### src/rtl/sync_fifo_param.sv
`default_nettype none
// ============================================================================
// Module      : sync_fifo_param
// Description : Parametrised single-clock FIFO with occupancy count,
//               programmable almost-full / almost-empty flags, sticky
//               overflow / underflow error flags and a selectable read mode
//               (registered read or first-word-fall-through).
//
// Ports       :
//   clk          in   system clock, rising edge
//   rst_n        in   asynchronous active-low reset
//   ena          in   global enable; 0 freezes all state and ignores requests
//   wr_en        in   write request
//   wr_data      in   [DATA_W] write data
//   rd_en        in   read / pop request
//   clr_err      in   clears overflow and underflow
//   rd_data      out  [DATA_W] read data
//   rd_valid     out  rd_data is valid
//   full         out  count == DEPTH
//   empty        out  count == 0
//   almost_full  out  count >= AF_THRESH
//   almost_empty out  count <= AE_THRESH
//   count        out  [$clog2(DEPTH)+1] current occupancy
//   overflow     out  sticky: write attempted while full
//   underflow    out  sticky: read attempted while empty
//
// Revision    : 1.0 - initial release
// ============================================================================
module sync_fifo_param #(
    parameter int DATA_W    = 4,
    parameter int DEPTH     = 8,
    parameter int AF_THRESH = 6,
    parameter int AE_THRESH = 2,
    parameter bit FWFT      = 1'b0
) (
    input  logic                       clk,
    input  logic                       rst_n,
    input  logic                       ena,
    input  logic                       wr_en,
    input  logic [DATA_W-1:0]          wr_data,
    input  logic                       rd_en,
    input  logic                       clr_err,
    output logic [DATA_W-1:0]          rd_data,
    output logic                       rd_valid,
    output logic                       full,
    output logic                       empty,
    output logic                       almost_full,
    output logic                       almost_empty,
    output logic [$clog2(DEPTH):0]     count,
    output logic                       overflow,
    output logic                       underflow
);

    localparam int c_PTR_W = $clog2(DEPTH);
    localparam int c_CNT_W = c_PTR_W + 1;

    // Thresholds cast to the count width so every compare is width-matched.
    localparam logic [c_CNT_W-1:0] c_DEPTH = c_CNT_W'(DEPTH);
    localparam logic [c_CNT_W-1:0] c_AF    = c_CNT_W'(AF_THRESH);
    localparam logic [c_CNT_W-1:0] c_AE    = c_CNT_W'(AE_THRESH);

    logic [DATA_W-1:0]  r_mem [DEPTH];
    logic [c_PTR_W-1:0] r_wr_ptr;
    logic [c_PTR_W-1:0] r_rd_ptr;
    logic [c_CNT_W-1:0] r_count;
    logic               r_overflow;
    logic               r_underflow;

    logic w_full;
    logic w_empty;
    logic w_wa;
    logic w_ra;
    logic w_ovf_set;
    logic w_unf_set;

    // Status flags decode straight from the count register.
    assign w_full  = (r_count == c_DEPTH);
    assign w_empty = (r_count == '0);

    // Accept decisions use the pre-edge full/empty, so a write into a full
    // FIFO is refused even when a read frees a slot in the same cycle.
    assign w_wa      = ena & wr_en & ~w_full;
    assign w_ra      = ena & rd_en & ~w_empty;
    assign w_ovf_set = ena & wr_en & w_full;
    assign w_unf_set = ena & rd_en & w_empty;

    // Storage is deliberately left out of reset.
    always_ff @(posedge clk) begin
        if (w_wa) begin
            r_mem[r_wr_ptr] <= wr_data;
        end
    end

    // Pointers wrap naturally because DEPTH is a power of two.
    always_ff @(posedge clk or negedge rst_n) begin
        if (!rst_n) begin
            r_wr_ptr <= '0;
            r_rd_ptr <= '0;
            r_count  <= '0;
        end else begin
            if (w_wa) begin
                r_wr_ptr <= r_wr_ptr + 1'b1;
            end
            if (w_ra) begin
                r_rd_ptr <= r_rd_ptr + 1'b1;
            end
            case ({w_wa, w_ra})
                2'b10:   r_count <= r_count + 1'b1;
                2'b01:   r_count <= r_count - 1'b1;
                default: r_count <= r_count;
            endcase
        end
    end

    // Sticky error flags; a set event in the same cycle beats clr_err.
    always_ff @(posedge clk or negedge rst_n) begin
        if (!rst_n) begin
            r_overflow  <= 1'b0;
            r_underflow <= 1'b0;
        end else if (ena) begin
            if (w_ovf_set) begin
                r_overflow <= 1'b1;
            end else if (clr_err) begin
                r_overflow <= 1'b0;
            end
            if (w_unf_set) begin
                r_underflow <= 1'b1;
            end else if (clr_err) begin
                r_underflow <= 1'b0;
            end
        end
    end

    generate
        if (FWFT) begin : g_fwft
            // Head word is presented combinationally. It is forced to zero
            // while empty so the output is defined out of reset even though
            // the storage array is not.
            assign rd_data  = w_empty ? '0 : r_mem[r_rd_ptr];
            assign rd_valid = ~w_empty;
        end else begin : g_std
            logic [DATA_W-1:0] r_rd_data;
            logic              r_rd_valid;

            // rd_valid pulses for exactly the cycle after an accepted read;
            // rd_data keeps its last value otherwise. With ena low no read is
            // accepted, so rd_valid drops there too.
            always_ff @(posedge clk or negedge rst_n) begin
                if (!rst_n) begin
                    r_rd_data  <= '0;
                    r_rd_valid <= 1'b0;
                end else begin
                    r_rd_valid <= w_ra;
                    if (w_ra) begin
                        r_rd_data <= r_mem[r_rd_ptr];
                    end
                end
            end

            assign rd_data  = r_rd_data;
            assign rd_valid = r_rd_valid;
        end
    endgenerate

    assign full         = w_full;
    assign empty        = w_empty;
    assign almost_full  = (r_count >= c_AF);
    assign almost_empty = (r_count <= c_AE);
    assign count        = r_count;
    assign overflow     = r_overflow;
    assign underflow    = r_underflow;

endmodule
`default_nettype wire

### config.mk
export PLATFORM = sky130hd
export DESIGN_NAME = sync_fifo_param
export DESIGN_NICKNAME = d
export VERILOG_FILES = /design/src/rtl/sync_fifo_param.sv
export SDC_FILE = /design/constraint.sdc
export NUM_CORES = 1
export LEC_CHECK = 0
export ABC_AREA = 1
export CAP_MARGIN = 20
export CORE_AREA = 3 3 71 73
export CTS_CLUSTER_DIAMETER = 40
export DETAILED_ROUTE_END_ITERATION = 8
export DIE_AREA = 0 0 74 76
export DONT_BUFFER_PORTS = 1
export PLACE_DENSITY = 0.62
export SLEW_MARGIN = 15
export SYNTH_ARGS = -nofsm -noshare
export SYNTH_HDL_FRONTEND = slang
export SYNTH_SLANG_ARGS = --single-unit
### constraint.sdc
create_clock -name clk -period 2.7 [get_ports clk]
set_input_delay 0.54 -clock clk [delete_from_list [all_inputs] [get_ports clk]]
set_output_delay 0.54 -clock clk [all_outputs]
set_load 0.1 [all_outputs]
# == Word-level counts from Yosys, hierarchy flattened ==
# Memories as Yosys holds them, arrays and structs flattened. A register that Yosys moved wholly into a read port is not among the register bits.
# Cells that the tools add are included.
# word_totals
output_inout_bits,15
mem_count,1
word_cells,37
input_bits,10
register_bits,13
ram_bits,32
# classes
eq_ne,3
bitwise_logic,8
add_sub_neg,4
muxes,6
reduce_logical,7
order_cmp,2
# memory_table
name,words,width,read_ports,rd_clocked_by_memory_dff,wr,line_no,rtl
r_mem,8,4,1,1,1,62,logic [DATA_W-1:0] r_mem [DEPTH];
# op_table
operator,count
$pmux 4 s2,1
$add 3x1->3 const B,2
$and 1x1->1,6
$reduce_bool 2->1,3
$mux 1,5
$add 4x1->4 const B,1
$eq 4x4->1 const B,1
$ge 4x3->1 const B,1
$le 4x2->1 const B,1
$logic_not 4->1,1
$reduce_and 2->1,2
$sub 4x1->4 const B,1
$eq 2x1->1 const B,1
$eq 2x2->1 const B,1
$not 1->1,2
$logic_not 1->1,1

# == Longest topological paths before layout ==
# Gate-level depths: netlist (run 1).
# depth
word_depth,5
depth_mapped,13

# == Least setup slack after synthesis (run 1) ==
# No wires, ideal clock.
# synth_path
kind,register -> output
from,"register r_count[3], in the netlist count[3]"
to,output port almost_full
path_stages_with_launch,3
slack_ns,-0.274
arrival_ns,2.434
t_required_ns,2.160
path_buffers,0
cell_sequence,dfrtp_1 nor2_2 nor2_1
# synth_between
elab_chain_len,1
# synth_lines
item,line_no,rtl
from (decl),65,logic [c_CNT_W-1:0] r_count;
from (signal assigned),108,2'b10: r_count <= r_count + 1'b1;
from (signal assigned),109,2'b01: r_count <= r_count - 1'b1;
from (signal assigned),110,default: r_count <= r_count;
$ge 4x3->1,167,assign almost_full = (r_count >= c_AF);
to (decl),47,"output logic almost_full,"
# No other way between the ends.

# == Worst setup path in the final report (run 1) ==
# layout_path
from,"register r_count[2], in the netlist count[2]"
to,"register r_count[2], in the netlist count[2]"
# layout_between
elab_chain_len,5
word_cells_on_any_way,12
# layout_lines
item,line_no,rtl
$logic_not 4->1 *,78,assign w_empty = (r_count == '0);
$not 1->1 *,83,assign w_ra = ena & rd_en & ~w_empty;
$and 1x1->1 *,83,
net w_ra,72,logic w_ra;
$eq 2x1->1 / $eq 2x2->1 (equally long branches),107,"case ({w_wa, w_ra})"
$pmux 4 s2 / $reduce_bool 2->1 (equally long branches),n/a,
# Mark *: on every way through the listed nets, which the timed path passes. The rest lies on a longest branch.
# A chain may end at the register's enable or synchronous reset.

==> results.json, run 1 <==
{
  "outcome": "finished, final reports clean",
  "drt-initial-drc-count": 183,
  "startpoint_of_the_worst_slack_reg_to_reg_timing_path": "count[2]$_DFFE_PN0P_",
  "timing.fmax_mhz": 477.5,
  "ios": 25,
  "io_buffers": 0,
  "multi_input_area_um2": 711.9,
  "fill_cells": 384,
  "route.final.wire_length_um": 4240,
  "slowest_stage": "sky130_fd_sc_hd__dfrtp_1",
  "layout-drive-gt1-share_pct": 12.90,
  "timing.final.crit_period_ns": 2.094,
  "fp.dieH_um": 76,
  "synth_area_per_cell_um2": 10.77,
  "post-place-cells": 260,
  "worst_setup_path_startpoint": "count[2]$_DFFE_PN0P_",
  "whs_path_depth": 0,
  "nets": 231,
  "cts_post_setup_buffers_inserted": 0,
  "hold_start": "wr_data[1]",
  "flow.area_growth_from_synthesis_pct": 8.957,
  "grt_start_max_net_pins": 19,
  "seqCellArea_um2": 1386,
  "post_synth_most_frequent_cells": "36 x sky130_fd_sc_hd__nor2_1, 32 x sky130_fd_sc_hd__edfxtp_1, 32 x sky130_fd_sc_hd__nand2_1",
  "synth-warning-count": 0,
  "rsz0062_at_grt": "false",
  "maxSlewHeadroom_pct": 38.53,
  "postSynthRegisterBits": 49,
  "setup_total_negative_slack_ns": 0,
  "core_area_um2": 4414,
  "wire_per_inst_um": 15.76,
  "worst_path_largest_cell_delay_ns": 0.45,
  "cts_made_buffers": 5,
  "setup_slack_of_the_worst_register_to_register_path_ns": 0.61,
  "grt_pass1_vias": 1424,
  "grt_pass1_wl_um": 7003,
  "path_clk_slew_ns": 0.09,
  "yosysMostFrequentCell": "sky130_fd_sc_hd__nor2_1",
  "max_slew.worst_pin.slew_ns": 0.9220,
  "number_of_enable_flip_flop_cells_after_synthesis": 32,
  "dieWidth_um": 74,
  "cp-end-kind": "flip-flop",
  "reg_to_reg_end": "count[2]$_DFFE_PN0P_",
  "timing.hold.ws_ns": 0.3267,
  "hold_end": "r_mem[6][1]$_DFFE_PP_",
  "cp.buffers_inverters": 2,
  "insertedDiodeCount": 0,
  "fraction_of_synthesized_cell_area_taken_by_the_top_area_cell_type_pct": 43.54,
  "yosys-top-cells-area": "sky130_fd_sc_hd__edfxtp_1 44%, sky130_fd_sc_hd__dfrtp_1 19%, sky130_fd_sc_hd__nor2_1 6.1%",
  "drt_pre_antenna_iters": 4,
  "number_of_cells_on_the_critical_path": 12,
  "routed_via_density": 5.357,
  "gp_routability_congestion": 0.7952,
  "post-dp-hpwl_um": 3117,
  "final-max-slew-violation-count": 0,
  "required_worst_endpoint_ns": 2.90,
  "timing.critical_path.cells": "nor2_2 -> nand2_2 -> nand2_4 -> inv_6 -> ha_1 -> nand2_1 -> inv_1 -> nor2_2 -> ha_1 -> a21oi_1 -> xor2_1 -> o21ai_0",
  "worst_skew_pair.late_latency_ns": 0.30,
  "fp.dieArea_um2": 5624,
  "clock_sink_count": 49,
  "cts_tree": "yes",
  "worst_setup_start_kind": "flip-flop",
  "setup_viol": 0,
  "synth_top_cell_by_area": "sky130_fd_sc_hd__edfxtp_1",
  "overflow": 0,
  "syn_inst": 205,
  "post_layout_cell_count": 269,
  "finalCritPeriodShare_pct": 77.57,
  "critical_path.top_delay_family": "simple AND/OR/NAND/NOR gates",
  "gr-usage-all-layers_pct": 16.64,
  "ys_types": 25,
  "grt_antenna_before_repair": 0,
  "arrival_time_of_the_worst_setup_path_ns": 2.30,
  "detail-route-antenna-nets": 0,
  "worst_hold_path_type": "input pin to flip-flop",
  "skew_ns": 0.009152,
  "worstSetupPathType": "flip-flop to flip-flop",
  "route.detailed.drc": 0,
  "cts.root.buffer_cell": "sky130_fd_sc_hd__clkbuf_8",
  "postSynthNetCount": 220,
  "start_util_pct": 50.00,
  "seq_area_frac_synth_pct": 62.81,
  "ctsLongestPathBuffers": 2,
  "timing.max_cap.violations": 0,
  "hold_viol": 0,
  "netlist_area_um2": 2207,
  "synth_async_sr_flop_share_pct": 34.69,
  "dominantRegCellSynth": "sky130_fd_sc_hd__edfxtp_1",
  "htree_num_levels": 2,
  "worstPathMaxFanout": 10,
  "std_cell_rows": 24,
  "number_of_vias_after_detailed_routing": 1441,
  "ff2ff_path_depth": 12
}
==> worst reg2reg max path: cells and delay by family, from the launching register on <==
family | cells | cell delay (ns)
simple gates | 5 | 0.65
flops | 1 | 0.45
fa+ha+maj | 2 | 0.38
compound gates | 2 | 0.23
xor+xnor | 1 | 0.17
buf+inv | 2 | 0.13
==> flip-flops by register name, indices dropped and copies added, names as in the netlist <==
signal and flops:
underflow 1, r_wr_ptr 3, count 4, rd_valid 1, r_rd_ptr 3, r_mem 32
overflow 1, rd_data 4
==> layout by cell type, fill, tap and decap left out, drive strengths merged, types with 6 or more instances in the layout <==
| cell | instances |
|---|---|
| buf | 8 |
| clkbuf | 6 |
| dfrtp | 17 |
| edfxtp | 32 |
| inv | 16 |
| nand2 | 35 |
| nand3 | 17 |
| nor2 | 39 |
| nor3 | 8 |
| o21ai | 21 |
==> layer usage <==
metal	part of all wire [%]	vias up	track usage, %
met3	5.8	7	3.034
li1	-	709	-
met1	46	682	24.14
met5	0	-	0
met2	47	43	24.91
met4	1.8	0	5.978
==> cells by family after synthesis <==
family,Yosys count,share of synthesized area (%)
AND/OR/NAND/NOR,100,20.81
flip-flops,49,62.81
AO/OA/AOI/OAI,23,5.385
buffers and inverters,21,5.045
XOR/XNOR,7,3.118
adder cells (fa/ha/maj),5,2.834
==> timing repair <==
action                    4_1_cts  5_1_grt
gates resized for setup         0        0
hold buffers                    1        0
hold endpoints to repair       17        0
==> final cells by class <==
class	instances	share of cell area, %
sequential	49	57.65
multi-input combinational	135	29.60
clock buffer	6	3.018
timing repair buffer	9	2.914
inverter	16	2.706
tap	52	2.706
clock inverter	2	1.405
==> through the flow <==
step	instance area [um^2]	setup slack, ns	util [%]
finish	2405	0.6057	54.48
global route	2405	0.4477	54.48
CTS	2405	0.5907	54.48
detailed placement	2288	0.6471	51.84
global placement	2288	0.7295	51.84
floorplan	2210	0.08838	-
==> worst max path at each step <==
| stage | to | slack (ns) |
|---|---|---|
| after floorplan | count[2]$_DFFE_PN0P_ | 0.09 |
| after global placement | count[2]$_DFFE_PN0P_ | 0.73 |
| after detailed placement | count[2]$_DFFE_PN0P_ | 0.65 |
| after CTS | count[2]$_DFFE_PN0P_ | 0.59 |
| after global routing | count[2]$_DFFE_PN0P_ | 0.45 |
| final | count[2]$_DFFE_PN0P_ | 0.61 |
Power of run 1 is left out: the tool's default activity adds up to more than one toggle a clock period on the data nets, which glitch-free logic cannot reach.
==> run 2: changes to the inputs <==
==> constraint.sdc (replaced) <==
create_clock -name clk -period 2 [get_ports clk]
set_input_delay 0.4 -clock clk [delete_from_list [all_inputs] [get_ports clk]]
set_output_delay 0.4 -clock clk [all_outputs]
set_load 0.1 [all_outputs]
==> results.json, run 2 (synthesis gave the netlist of run 1 again) <==
{
  "cp-end-kind": "output pin",
  "insertedDiodeCount": 0,
  "post_layout_cell_count": 290,
  "drt-initial-drc-count": 126,
  "start_util_pct": 50.00,
  "setup_slack_of_the_worst_register_to_register_path_ns": 0.12,
  "hold_start": "wr_data[3]",
  "grt_pass1_wl_um": 7320,
  "cts_made_buffers": 5,
  "wire_per_inst_um": 15.54,
  "cts.root.buffer_cell": "sky130_fd_sc_hd__clkbuf_8",
  "worst_skew_pair.late_latency_ns": 0.30,
  "finalCritPeriodShare_pct": 95.99,
  "outcome": "finished, final reports clean",
  "worst_setup_path_startpoint": "count[3]$_DFFE_PN0P_",
  "io_buffers": 0,
  "fill_cells": 342,
  "gp_routability_congestion": 0.8456,
  "fp.dieArea_um2": 5624,
  "max_reg_flops": 32,
  "overflow": 0,
  "multi_input_area_um2": 740.7,
  "route.final.wire_length_um": 4507,
  "gr-usage-all-layers_pct": 17.24,
  "grt_start_max_net_pins": 18,
  "path_clk_slew_ns": 0.09,
  "skew_ns": 0.005209,
  "max_slew.worst_pin.slew_ns": 0.7802,
  "post-place-cells": 278,
  "post-dp-hpwl_um": 3325,
  "leading_cell_type_in_the_layout_fill_and_taps_excluded": "sky130_fd_sc_hd__nor2_1",
  "timing.fmax_mhz": 520.9,
  "routed_via_density": 5.307,
  "timing.hold.ws_ns": 0.1937,
  "core_area_um2": 4414,
  "arrival_time_of_the_worst_setup_path_ns": 1.52,
  "finish.utilization_pct": 59.67,
  "drt_pre_antenna_iters": 4,
  "worstPathMaxFanout": 5,
  "top_library_cells_by_usage_in_the_layout_fill_and_taps_aside": "35 x sky130_fd_sc_hd__nor2_1, 32 x sky130_fd_sc_hd__nand2_1, 32 x sky130_fd_sc_hd__edfxtp_1",
  "std_cell_rows": 24,
  "number_of_vias_after_detailed_routing": 1539,
  "grt_antenna_before_repair": 0,
  "ctsLongestPathBuffers": 2,
  "route.detailed.drc": 0,
  "setup_viol": 0,
  "worst_hold_path_type": "input pin to flip-flop",
  "maxSlewHeadroom_pct": 47.82,
  "nets": 252,
  "grt_pass1_vias": 1566,
  "ios": 25,
  "cts_tree": "yes",
  "fp.dieH_um": 76,
  "htree_num_levels": 2,
  "layout-drive-gt1-share_pct": 23.95,
  "top_register": "r_mem",
  "worst_setup_start_kind": "flip-flop",
  "timing.final.crit_period_ns": 1.920,
  "required_worst_endpoint_ns": 1.60,
  "startpoint_of_the_worst_slack_reg_to_reg_timing_path": "count[1]$_DFFE_PN0P_",
  "dieWidth_um": 74,
  "clock_sink_count": 49,
  "worstSetupPathType": "flip-flop to output pin",
  "final-max-slew-violation-count": 0,
  "flow.area_growth_from_synthesis_pct": 19.33,
  "timing.max_cap.violations": 0,
  "seqCellArea_um2": 1399,
  "detail-route-antenna-nets": 0,
  "hold_viol": 0
}
[run 2: cell types whose count changed in the layout (fill, tap and decap cells not counted), moves of 2 or more]
| cell | delta |
|---|---|
| sky130_fd_sc_hd__buf_12 | +4 |
| sky130_fd_sc_hd__nor2_4 | +2 |
| sky130_fd_sc_hd__dfrtp_1 | -4 |
| sky130_fd_sc_hd__nor2_2 | -2 |
| sky130_fd_sc_hd__buf_4 | +17 |
| sky130_fd_sc_hd__dfrtp_4 | +3 |
| sky130_fd_sc_hd__ha_1 | -2 |
[run 2: final cells by class]
type                       instances  share of cell area, %
clock buffer                       6                  2.755
multi-input combinational        135                  28.12
timing repair buffer              30                  10.55
sequential                        49                  53.11
inverter                          16                  2.470
tap                               52                  2.470
clock inverter                     2                 0.5226
[run 2: path summary, 6_finish.rpt]
| check | end | cells after the start |
|---|---|---|
| max in group asynchronous | count[0]$_DFFE_PN0P_ | 1 |
| min in group asynchronous | count[2]$_DFFE_PN0P_ | 1 |
| worst max register to register | count[2]$_DFFE_PN0P_ | 12 |
| worst min register to register | rd_data[3]$_DFFE_PN0P_ | 2 |
| worst min-delay path | r_mem[5][3]$_DFFE_PP_ | 0 |
| worst max-delay path | almost_full | 4 |
[run 2: timing repair]
action	CTS	global route
hold buffers	1	0
buffers inserted	0	3
hold endpoints to repair	17	0
resized for setup	0	1
setup endpoints to repair	0	3
[run 2: metrics by stage]
step           instance area [um^2]  setup TNS, ns  setup WS (ns)
2_1_floorplan                  2246        -0.1289       -0.06608
3_3_place_gp                   2510              0         0.1603
3_5_place_dp                   2510              0        0.09570
4_1_cts                        2606              0        0.06101
5_1_grt                        2634      -0.009052      -0.009052
6_report                       2634              0        0.08018
[run 2: worst max-delay path, stage by stage, from the launching register on]
cell	delay [ns]
sky130_fd_sc_hd__dfrtp_2	0.46
sky130_fd_sc_hd__buf_4	0.33
sky130_fd_sc_hd__nor2_1	0.10
sky130_fd_sc_hd__nor2_2	0.14
sky130_fd_sc_hd__buf_12	0.19
[run 2: metal layers]
layer  vias up  global-route usage (%)  wire length [um]
li1        747                       -                 -
met1       756                   22.72              1944
met2        34                   27.57              2264
met3         2                   3.694               268
met4         0                   6.522                29
met5         -                       0                 0
Power of run 2 is left out for the same reason.
